**src/rtl/mips_prof_pkg.sv**
```systemverilog
`default_nettype none
// ============================================================================
// Module      : mips_prof_pkg
// Description : Shared definitions for the multi-cycle MIPS execution
//               profiler. Holds the control-unit state codes, the opcode and
//               funct constants, the retired-instruction class encoding, the
//               readback address map and the trace tag layout.
// Revision    : 1.0 - initial release
// ============================================================================
package mips_prof_pkg;

    // Control-unit state codes; codes above WB are reported in the UK bin.
    localparam logic [2:0] c_ST_IF = 3'd0;
    localparam logic [2:0] c_ST_ID = 3'd1;
    localparam logic [2:0] c_ST_EX = 3'd2;
    localparam logic [2:0] c_ST_MA = 3'd3;
    localparam logic [2:0] c_ST_WB = 3'd4;
    localparam logic [2:0] c_BIN_UK = 3'd5;

    localparam int c_NUM_CLASS = 9;
    localparam int c_NUM_STBIN = 6;

    // Opcode / funct fields of the instructions the profiler tells apart.
    localparam logic [5:0] c_OP_RTYPE = 6'h00;
    localparam logic [5:0] c_OP_ADDI  = 6'h08;
    localparam logic [5:0] c_OP_ORI   = 6'h0d;
    localparam logic [5:0] c_OP_BEQ   = 6'h04;
    localparam logic [5:0] c_OP_J     = 6'h02;
    localparam logic [5:0] c_OP_LW    = 6'h23;
    localparam logic [5:0] c_OP_SW    = 6'h2b;
    localparam logic [5:0] c_FN_ADD   = 6'h20;

    typedef enum logic [3:0] {
        CLS_ADD     = 4'd0,
        CLS_R_OTHER = 4'd1,
        CLS_ADDI    = 4'd2,
        CLS_ORI     = 4'd3,
        CLS_BEQ     = 4'd4,
        CLS_J       = 4'd5,
        CLS_LW      = 4'd6,
        CLS_SW      = 4'd7,
        CLS_OTHER   = 4'd8
    } prof_class_e;

    // Readback address map.
    localparam logic [4:0] c_RB_CLS0   = 5'd0;
    localparam logic [4:0] c_RB_ST0    = 5'd9;
    localparam logic [4:0] c_RB_TOTAL  = 5'd15;
    localparam logic [4:0] c_RB_STATUS = 5'd16;

    // Fixed-width part of a trace entry. The cycle field sits between these
    // two fields in the FIFO word; its width is a module parameter, so it is
    // spliced in by the top rather than held in this struct.
    typedef struct packed {
        prof_class_e cls;
        logic [31:0] word;
    } trace_tag_t;

    function automatic prof_class_e classify(input logic [31:0] word);
        prof_class_e cls;
        case (word[31:26])
            c_OP_RTYPE: cls = (word[5:0] == c_FN_ADD) ? CLS_ADD : CLS_R_OTHER;
            c_OP_ADDI:  cls = CLS_ADDI;
            c_OP_ORI:   cls = CLS_ORI;
            c_OP_BEQ:   cls = CLS_BEQ;
            c_OP_J:     cls = CLS_J;
            c_OP_LW:    cls = CLS_LW;
            c_OP_SW:    cls = CLS_SW;
            default:    cls = CLS_OTHER;
        endcase
        return cls;
    endfunction

endpackage
`default_nettype wire

```
**src/rtl/prof_trace_fifo.sv**
```systemverilog
`default_nettype none
// ============================================================================
// Module      : prof_trace_fifo
// Description : Synchronous first-word-fall-through FIFO for profiler trace
//               entries. A push into a full FIFO is dropped and sets a sticky
//               overflow flag, unless a pop frees the slot on the same edge.
//               clr empties the FIFO and clears the flag, overriding push/pop.
// Ports       : clk, reset (async, active low), clr, push, push_data, pop,
//               valid, head_data (zero while empty), full, occupancy, ovf
// Revision    : 1.0 - initial release
// ============================================================================
module prof_trace_fifo #(
    parameter int DEPTH  = 16,
    parameter int DATA_W = 44
) (
    input  logic                      clk,
    input  logic                      reset,
    input  logic                      clr,
    input  logic                      push,
    input  logic [DATA_W-1:0]         push_data,
    input  logic                      pop,
    output logic                      valid,
    output logic [DATA_W-1:0]         head_data,
    output logic                      full,
    output logic [$clog2(DEPTH):0]    occupancy,
    output logic                      ovf
);

    localparam int c_AW = $clog2(DEPTH);
    localparam logic [c_AW:0] c_FULL_COUNT = (c_AW + 1)'(DEPTH);

    logic [DATA_W-1:0] r_mem [DEPTH];
    logic [c_AW-1:0]   r_rd_ptr;
    logic [c_AW-1:0]   r_wr_ptr;
    logic [c_AW:0]     r_count;
    logic              r_ovf;

    logic w_empty;
    logic w_full;
    logic w_do_pop;
    logic w_do_push;

    assign w_empty   = (r_count == '0);
    assign w_full    = (r_count == c_FULL_COUNT);
    assign w_do_pop  = pop && !w_empty;
    // A pop on the same edge frees the slot, so a full FIFO still accepts.
    assign w_do_push = push && (!w_full || w_do_pop);

    always_ff @(posedge clk) begin
        if (w_do_push && !clr) begin
            r_mem[r_wr_ptr] <= push_data;
        end
    end

    always_ff @(posedge clk or negedge reset) begin
        if (!reset) begin
            r_rd_ptr <= '0;
            r_wr_ptr <= '0;
            r_count  <= '0;
            r_ovf    <= 1'b0;
        end else if (clr) begin
            r_rd_ptr <= '0;
            r_wr_ptr <= '0;
            r_count  <= '0;
            r_ovf    <= 1'b0;
        end else begin
            if (w_do_push) begin
                r_wr_ptr <= r_wr_ptr + 1'b1;
            end
            if (w_do_pop) begin
                r_rd_ptr <= r_rd_ptr + 1'b1;
            end
            if (w_do_push && !w_do_pop) begin
                r_count <= r_count + 1'b1;
            end else if (w_do_pop && !w_do_push) begin
                r_count <= r_count - 1'b1;
            end
            if (push && !w_do_push) begin
                r_ovf <= 1'b1;
            end
        end
    end

    assign valid     = !w_empty;
    assign head_data = w_empty ? '0 : r_mem[r_rd_ptr];
    assign full      = w_full;
    assign occupancy = r_count;
    assign ovf       = r_ovf;

endmodule
`default_nettype wire

```
**src/rtl/mips_exec_profiler.sv**
```systemverilog
`default_nettype none
// ============================================================================
// Module      : mips_exec_profiler
// Description : Non-intrusive execution profiler for the multi-cycle MIPS
//               core. Observes the control-unit state code and instruction
//               register, classifies each retired instruction and keeps
//               saturating per-class, per-state and total-cycle counters.
//               Build macro MIPS_PROF_TRACE_EN adds a trace FIFO of retired
//               instructions with their cycle cost; without it the trace
//               outputs are tied low and the status word reads zero.
// Ports       : clk, reset (async, active low), prof_en, prof_clr, uc_state,
//               instr, rd_addr -> rd_data (registered), trace_pop,
//               trace_valid, trace_data {class, cycles, instr}, trace_ovf
// Revision    : 1.0 - initial release
// ============================================================================
module mips_exec_profiler
    import mips_prof_pkg::*;
#(
    parameter int CNT_W       = 32,
    parameter int TRACE_DEPTH = 16,
    parameter int CYC_W       = 8
) (
    input  logic                  clk,
    input  logic                  reset,
    input  logic                  prof_en,
    input  logic                  prof_clr,
    input  logic [2:0]            uc_state,
    input  logic [31:0]           instr,
    input  logic [4:0]            rd_addr,
    output logic [CNT_W-1:0]      rd_data,
    input  logic                  trace_pop,
    output logic                  trace_valid,
    output logic [4+CYC_W+32-1:0] trace_data,
    output logic                  trace_ovf
);

    logic [2:0]       r_prev_state;
    logic             r_armed;
    logic [31:0]      r_word;
    logic [CYC_W-1:0] r_cyc;
    logic [CNT_W-1:0] r_cls_cnt [c_NUM_CLASS];
    logic [CNT_W-1:0] r_st_cnt  [c_NUM_STBIN];
    logic [CNT_W-1:0] r_tot_cnt;
    logic [CNT_W-1:0] r_rd_data;

    logic             w_if_entry;
    logic             w_retire;
    logic [3:0]       w_class;
    logic [2:0]       w_st_bin;
    logic [CNT_W-1:0] w_status;
    logic [CNT_W-1:0] w_rd_mux;

    assign w_if_entry = (uc_state == c_ST_IF) && (r_prev_state != c_ST_IF);
    // The first IF entry only arms; an instruction that started before reset
    // or clear is never attributed. Clear also suppresses the push.
    assign w_retire   = w_if_entry && r_armed && prof_en && !prof_clr;
    assign w_class    = classify(r_word);
    assign w_st_bin   = (uc_state > c_ST_WB) ? c_BIN_UK : uc_state;

    // Instruction tracking: runs independent of prof_en so the cycle cost of
    // the instruction in flight is right when counting is switched on.
    always_ff @(posedge clk or negedge reset) begin
        if (!reset) begin
            r_prev_state <= c_ST_IF;
            r_armed      <= 1'b0;
            r_word       <= '0;
            r_cyc        <= '0;
        end else begin
            r_prev_state <= uc_state;
            if (prof_clr) begin
                r_armed <= 1'b0;
            end else if (w_if_entry) begin
                r_armed <= 1'b1;
            end
            if (uc_state == c_ST_ID) begin
                r_word <= instr;
            end
            if (w_if_entry) begin
                r_cyc <= CYC_W'(1);
            end else if (r_cyc != '1) begin
                r_cyc <= r_cyc + 1'b1;
            end
        end
    end

    always_ff @(posedge clk or negedge reset) begin
        if (!reset) begin
            for (int i = 0; i < c_NUM_CLASS; i++) r_cls_cnt[i] <= '0;
            for (int i = 0; i < c_NUM_STBIN; i++) r_st_cnt[i] <= '0;
            r_tot_cnt <= '0;
        end else if (prof_clr) begin
            for (int i = 0; i < c_NUM_CLASS; i++) r_cls_cnt[i] <= '0;
            for (int i = 0; i < c_NUM_STBIN; i++) r_st_cnt[i] <= '0;
            r_tot_cnt <= '0;
        end else begin
            for (int i = 0; i < c_NUM_CLASS; i++) begin
                if (w_retire && (w_class == 4'(i)) && (r_cls_cnt[i] != '1)) begin
                    r_cls_cnt[i] <= r_cls_cnt[i] + 1'b1;
                end
            end
            if (prof_en) begin
                for (int i = 0; i < c_NUM_STBIN; i++) begin
                    if ((w_st_bin == 3'(i)) && (r_st_cnt[i] != '1)) begin
                        r_st_cnt[i] <= r_st_cnt[i] + 1'b1;
                    end
                end
                if (r_tot_cnt != '1) begin
                    r_tot_cnt <= r_tot_cnt + 1'b1;
                end
            end
        end
    end

`ifdef MIPS_PROF_TRACE_EN
    localparam int c_OCC_W = $clog2(TRACE_DEPTH) + 1;

    trace_tag_t                w_tag;
    logic [4+CYC_W+32-1:0]     w_push_data;
    logic [c_OCC_W-1:0]        w_occ;
    logic                      w_unused_full;

    assign w_tag       = '{cls: prof_class_e'(w_class), word: r_word};
    assign w_push_data = {w_tag.cls, r_cyc, w_tag.word};
    assign w_status    = CNT_W'({trace_ovf, w_occ});

    prof_trace_fifo #(
        .DEPTH  (TRACE_DEPTH),
        .DATA_W (4 + CYC_W + 32)
    ) u_trace_fifo (
        .clk       (clk),
        .reset     (reset),
        .clr       (prof_clr),
        .push      (w_retire),
        .push_data (w_push_data),
        .pop       (trace_pop),
        .valid     (trace_valid),
        .head_data (trace_data),
        .full      (w_unused_full),
        .occupancy (w_occ),
        .ovf       (trace_ovf)
    );
`else
    logic w_unused_trace;

    assign trace_valid    = 1'b0;
    assign trace_data     = '0;
    assign trace_ovf      = 1'b0;
    assign w_status       = '0;
    assign w_unused_trace = ^{trace_pop, r_cyc, r_word, (TRACE_DEPTH > 0)};
`endif

    always_comb begin
        w_rd_mux = '0;
        for (int i = 0; i < c_NUM_CLASS; i++) begin
            if (rd_addr == (c_RB_CLS0 + 5'(i))) w_rd_mux = r_cls_cnt[i];
        end
        for (int i = 0; i < c_NUM_STBIN; i++) begin
            if (rd_addr == (c_RB_ST0 + 5'(i))) w_rd_mux = r_st_cnt[i];
        end
        if (rd_addr == c_RB_TOTAL)  w_rd_mux = r_tot_cnt;
        if (rd_addr == c_RB_STATUS) w_rd_mux = w_status;
    end

    always_ff @(posedge clk or negedge reset) begin
        if (!reset) begin
            r_rd_data <= '0;
        end else begin
            r_rd_data <= w_rd_mux;
        end
    end

    assign rd_data = r_rd_data;

endmodule
`default_nettype wire

```
**config.mk**
```make
export PLATFORM = sky130hd
export DESIGN_NAME = mips_exec_profiler
export DESIGN_NICKNAME = d
export VERILOG_FILES = /design/src/rtl/mips_prof_pkg.sv /design/src/rtl/prof_trace_fifo.sv /design/src/rtl/mips_exec_profiler.sv
export SDC_FILE = /design/constraint.sdc
export NUM_CORES = 2
export LEC_CHECK = 0
export ABC_AREA = 1
export ABC_CLOCK_PERIOD_IN_PS = 2100
export CAP_MARGIN = 40
export CORE_MARGIN = 1
export CORE_UTILIZATION = 35
export CTS_BUF_LIST = sky130_fd_sc_hd__clkbuf_4
export CTS_CLUSTER_SIZE = 20
export DETAILED_ROUTE_END_ITERATION = 8
export HOLD_SLACK_MARGIN = 0.02
export PLACE_DENSITY = 0.54
export RECOVER_POWER = 25
export SYNTH_ARGS = -nofsm -noshare
export SYNTH_HDL_FRONTEND = slang
export SYNTH_SLANG_ARGS = --single-unit
export TNS_END_PERCENT = 1
```
**constraint.sdc**
```tcl
create_clock -name clk -period 2.1 [get_ports clk]
set_input_delay 0.63 -clock clk [delete_from_list [all_inputs] [get_ports clk]]
set_output_delay 0.63 -clock clk [all_outputs]
set_load 0.005 [all_outputs]
```
# Word level (Yosys, flattened, before mapping)
# Index checks and enable logic that the tools add are counted.
[classes] magnitude_cmp=1 muxes=43 reduce_logical=60 n_eq_ne=53 addsub=16
[op_table] operator="$mux W32" n=35
[op_table] operator="$add A32 B1 Y32 const B" n=16
[op_table] operator="$ne A32 B32 Y1 const B" n=16
[op_table] operator="$mux W192" n=2
[op_table] operator="$mux W288" n=1
[op_table] operator="$eq A5 B4 Y1 const B" n=8
[op_table] operator="$reduce_bool A2 Y1" n=18
[op_table] operator="$logic_and A1 B1 Y1" n=28
[op_table] operator="$pmux W4 S7" n=1
[op_table] operator="$eq A5 B3 Y1 const B" n=4
[op_table] operator="$eq A6 B6 Y1 const B" n=3
[op_table] operator="$eq A4 B3 Y1 const B" n=4
[op_table] operator="$reduce_and A2 Y1" n=7
[op_table] operator="$eq A6 B4 Y1 const B" n=2
[op_table] operator="$eq A5 B2 Y1 const B" n=2
[op_table] operator="$eq A4 B2 Y1 const B" n=2
[op_table] operator="$eq A3 B1 Y1 const B" n=2
[op_table] operator="$eq A3 B2 Y1 const B" n=2
[op_table] operator="$eq A3 B3 Y1 const B" n=2
[op_table] operator="$eq A6 B2 Y1 const B" n=1
[op_table] operator="$eq A6 B3 Y1 const B" n=1
[op_table] operator="$logic_not A3 Y1" n=2
[op_table] operator="$logic_not A6 Y1" n=1
[op_table] operator="$eq A5 B1 Y1 const B" n=1
[op_table] operator="10 further kinds" n=12
[word_totals] reg_bits=580 elab_cells=193 out_inout_bits=78 input_bits=45

# Longest topological paths before layout
[logic_depth] ltp_word=18 mapped_depth=17 ltp_nobuf=17

# Worst setup path before layout
# OpenSTA, ideal clock, no wires.
[synth_path] kind="input-to-reg" startpoint="input rd_addr[0]" endpoint="register r_rd_data[28] (netlist: rd_data[28])" path_buffers=1 path_stages=12 setup_time_ns=0.113 slack_ns=-0.029 arrival_time_ns=2.016 required_time_ns=1.987 path_cell_list="buf_2 nor2_1 nand2_1 nor2_2 inv_1 or2_2 nand2_1 nand4_1 nor2_1 nand3_1 nand2_1 inv_1"
[synth_via] elab_chain_len=18 elab_cells_between_ends=34 cone_classes="eq/ne: 16; mux: 17; reduce/logical: 1"
[synth_rtl] element="from (decl)" line_no="mips_exec_profiler.sv:29" text="input logic [4:0] rd_addr,"
[synth_rtl] element="$logic_not A5 Y1" line_no="mips_exec_profiler.sv:155" text="if (rd_addr == (c_RB_CLS0 + 5'(i))) w_rd_mux = r_cls_cnt[i];"
[synth_rtl] element="$mux W32 (9 in series)" line_no="mips_exec_profiler.sv:155"
[synth_rtl] element="$mux W32 (6 in series)" line_no="mips_exec_profiler.sv:158" text="if (rd_addr == (c_RB_ST0 + 5'(i))) w_rd_mux = r_st_cnt[i];"
[synth_rtl] element="$mux W32" line_no="mips_exec_profiler.sv:160" text="if (rd_addr == c_RB_TOTAL) w_rd_mux = r_tot_cnt;"
[synth_rtl] element="$mux W32 (*)" line_no="mips_exec_profiler.sv:161" text="if (rd_addr == c_RB_STATUS) w_rd_mux = w_status;"
[synth_rtl] element="net w_rd_mux[28]" line_no="mips_exec_profiler.sv:51" text="logic [CNT_W-1:0] w_rd_mux;"
[synth_rtl] element="to (signal assigned)" line_no="mips_exec_profiler.sv:168" text="r_rd_data <= w_rd_mux;"
[synth_rtl] element="to (decl)" line_no="mips_exec_profiler.sv:44" text="logic [CNT_W-1:0] r_rd_data;"
# The timed path passes the listed nets; every way through them passes the cells marked *.
# A chain may end at the register's enable or synchronous reset.

# Final worst setup path
[layout_path] startpoint="register r_rd_data[21] (netlist: rd_data[21])" endpoint="output rd_data[21]"
[layout_rtl] element="to (decl)" line_no="mips_exec_profiler.sv:30" text="output logic [CNT_W-1:0] rd_data,"
# No word-level cell between the ends.

==> run_results.csv <==
group,metric,value,unit
layout,nets,6539,
worst_setup_path,path_delay_family,"flip-flops",
place,port_buffers,55,
synthesis,synth_top_cell_area_share,0.365,
timing,holdWs,406,ps
clock_tree,ctsLongestPathBuffers,3,
power,p_sw_frac,0.297,
power,share_comb_of_total_power,0.100,
layout,fill_cells,11300,
timing,slew_violations,0,
synthesis,synth.yosys.seq_area_share,0.365,
synthesis,synthesis.area,0.0384,sq mm
global_routing,grt_first_pass_wirelength,266000,microns
timing,rsz0062_at_grt,"yes",
worst_setup_path,path_cells,"buf_2",
synthesis,syn_inst,5597,
layout,synthToLayoutAreaGrowth,29.3,%
clock_tree,numCtsBuffers,173,
drt,vias,43700,
worst_setup_path,critPathMaxStageDelay,440,ps
power,pwr-share-clk,0.447,
clock_tree,cts_sinks,560,
worst_setup_path,cp_max_fo,1,
synthesis,synthTopCellsByCount,"nand2_1 (1609), inv_1 (621), dfrtp_1 (560), nor2_1 (455), nand4_1 (345)",
drt,first_pass_iters,6,
run_status,failed_checks,"setup timing",
power,seqPwrFrac,0.453,
power,pwr_density_cell,494,mW/mm^2
synthesis,synth_edf_count,0,
worst_setup_path,slowest_stage,"dfrtp_1",
synthesis,ys_async_sr_fraction,1.00,
timing,fmax,415,MHz
global_routing,grt_max_degree,142,
drt,remaining_drc_errors,0,
run,drv_cap,0,
layout,drive_gt1_frac,0.208,
layout,fin_util,0.456,
synthesis,synth_flop_cell,"dfrtp_1",
synthesis,synthDistinctLibCells,51,
drt,post_drt_via_cell_ratio,5.45,
die,die-area,0.111,sq mm
die,die_w,333,microns
power,p_int,0.0173,W
worst_setup_path,crit_buf_inv,1,
timing,worst_slack,-311,ps
global_routing,grtUsageTotal,0.319,
timing,finalSetupViolations,112,
synthesis,synth_warnings,0,
clock_tree,htreeDepth,4,
worst_setup_path,crit_type,"register to primary output",
global_routing,antenna_found_initial,5,
power,p_total,0.0245,W
worst_setup_path,endpoint_kind,"primary output",
synthesis,synth-seq-cells,560,
die,die_h,333,microns
global_routing,grt_overflow,0,
global_routing,grt_pass1_vias,41300,
timing,finalHoldViolations,0,
power,power.leakage,19.9,nW
clock_tree,clockRootBuffer,"clkbuf_4",
clock_tree,worstSkewPairLatency,1180,ps
die,rows,121,
worst_setup_path,required,1470,ps
layout,fin_area,0.0497,sq mm
place,dp_hpwl,143000,microns
synthesis,synth.top_cells.by_area,"dfrtp_1 (36%), nand2_1 (16%), inv_1 (6.1%)",
power,p_sw,0.00729,W
die,core_area,0.109,sq mm
worst_setup_path,arrival,1780,ps
timing,timing.final.crit_share,1.15,
drt,drt_iter0_markers,4675,
power,ir_drop,0.367,mV
synthesis,synth_most_common_cell,"nand2_1",
timing,worst_clock_skew,67.5,ps
drt,wirelength,179000,microns
min_path,min_path_type,"input pin to register",
timing,slew_headroom,0.367,
timing,final.min_clock_period,2410,ps
run_status,outcome,"finished with violations",
place,gp_congestion,1.02,
place,place_area,0.0465,sq mm
worst_setup_path,cp-start-kind,"register",
drt,ant_nets,0,
drt,drt-wirelength-per-cell,22.4,microns
die,ioPinCount,123,
die,start_util,0.353,
timing,tightest_slew,950,ps
synthesis,syn_area_per_cell,6.86,sq um
clock_tree,clk_pin_slew_worst_paths,70,ps
clock_tree,cts_tree,"built",
synthesis,synth_largest_area_cell,"dfrtp_1",
[through the flow]
| step | TNS, ps | setup slack (ps) | instances |
|---|---|---|---|
| after detailed placement | -369050 | -1510 | 7688 |
| after floorplan | -131 | -28.7 | 5642 |
| after global routing | -34060 | -348 | 8011 |
| after CTS | -21650 | -431 | 7996 |
| final | -13920 | -311 | 8011 |
| after global placement | -348370 | -1530 | 7688 |
[per-layer routing]
layer	GRT usage	routed length [microns]	up-vias
li1	-	-	20600
met5	0	13	-
met1	0.459	82600	21100
met3	0.0627	14300	297
met4	0.115	5960	2
met2	0.470	76400	1761
[path summary, 6_finish.rpt]
| path | startpoint | endpoint | slack (ps) | cells after the start |
|---|---|---|---|---|
| min in group asynchronous | reset | r_cls_cnt[218]$_DFFE_PN0P_ | 1170 | 4 |
| hold reg to reg | r_cls_cnt[112]$_DFFE_PN0P_ | r_cls_cnt[112]$_DFFE_PN0P_ | 480 | 2 |
| hold / removal | uc_state[0] | r_armed$_DFFE_PN0P_ | 410 | 6 |
| max in group asynchronous | reset | r_st_cnt[147]$_DFFE_PN0P_ | -70 | 5 |
| setup / recovery | rd_data[21]$_DFF_PN0_ | rd_data[21] | -310 | 1 |
| setup reg to reg | r_prev_state[0]$_DFF_PN0_ | r_cls_cnt[259]$_DFFE_PN0P_ | -180 | 16 |
[final cells by class]
class                      instances  area (sq um)  area share
clock buffer                     232          1740      0.0351
antenna                            5          12.5    0.000252
clock inverter                    57           335     0.00675
inverter                         641          2450      0.0494
tap                             1414          1770      0.0356
multi-input combinational       4209         21900       0.441
timing repair buffer             893          7440       0.150
sequential                       560         14000       0.282
[registers in the layout, summed over array words and instances (netlist names)]
register / count
r_word: 12
r_tot_cnt: 32
rd_data: 32
r_cls_cnt: 288
r_armed: 1
r_st_cnt: 192
r_prev_state: 3
[kinds of logic after synthesis]
| kind of cell | after synthesis | synth area share |
|---|---|---|
| XOR/XNOR | 249 | 0.0568 |
| AO/OA/AOI/OAI | 704 | 0.108 |
| other | 1 | 0.0000976 |
| adder cells (fa/ha/maj) | 16 | 0.00521 |
| flip-flops | 560 | 0.365 |
| buffers and inverters | 873 | 0.0931 |
| multiplexers | 6 | 0.00176 |
| AND/OR/NAND/NOR | 3188 | 0.370 |
[power by group through the flow]
| stage | clock network [W] | registers [W] | logic [W] |
|---|---|---|---|
| after floorplan | 0 | 0.0113 | 0.000981 |
| after global placement | 0 | 0.0113 | 0.00235 |
| after detailed placement | 0 | 0.0113 | 0.00235 |
| after CTS | 0.0113 | 0.0111 | 0.00239 |
| after global routing | 0.0119 | 0.0111 | 0.00266 |
| final | 0.0110 | 0.0111 | 0.00245 |
[placed cells by master (no fill, tap or decap), types with 7 or more instances in the layout]
| cell | Yosys | final |
|---|---|---|
| a21oi_1 | 127 | 122 |
| buf_12 | 0 | 49 |
| buf_2 | 48 | 23 |
| buf_4 | 53 | 737 |
| buf_6 | 5 | 22 |
| clkbuf_2 | 0 | 13 |
| clkbuf_4 | 0 | 234 |
| clkdlybuf4s50_1 | 0 | 16 |
| clkinv_1 | 4 | 40 |
| clkinv_2 | 1 | 7 |
| conb_1 | 1 | 46 |
| dfrtp_1 | 560 | 556 |
| dlygate4sd3_1 | 0 | 21 |
| ha_1 | 16 | 10 |
| inv_1 | 621 | 609 |
| inv_2 | 14 | 19 |
| nand2_1 | 1609 | 1588 |
| nand2_2 | 21 | 30 |
| nand2_4 | 1 | 13 |
| nand3_1 | 237 | 228 |
| nand3_2 | 5 | 13 |
| nand4_1 | 345 | 345 |
| nor2_1 | 455 | 419 |
| nor2_2 | 11 | 36 |
| nor2_4 | 4 | 15 |
| nor3_1 | 325 | 292 |
| nor3_2 | 6 | 34 |
| nor3_4 | 3 | 8 |
| nor3b_1 | 11 | 11 |
| nor4_1 | 139 | 121 |
| nor4_2 | 1 | 16 |
| o21ai_0 | 299 | 239 |
| o21ai_1 | 33 | 89 |
| o31ai_1 | 233 | 199 |
| o31ai_2 | 0 | 34 |
| xnor2_1 | 52 | 52 |
| xor2_1 | 197 | 197 |
[timing repair]
action | 4_1_cts | 5_1_grt
endpoints found under the hold margin | 584 | 0
hold buffers | 19 | 0
pin swaps | 4 | 18
endpoints found under the setup margin | 294 | 515
buffers inserted | 0 | 10
resized for setup | 187 | 250
Note: power is estimated with default switching activity, not from simulation.
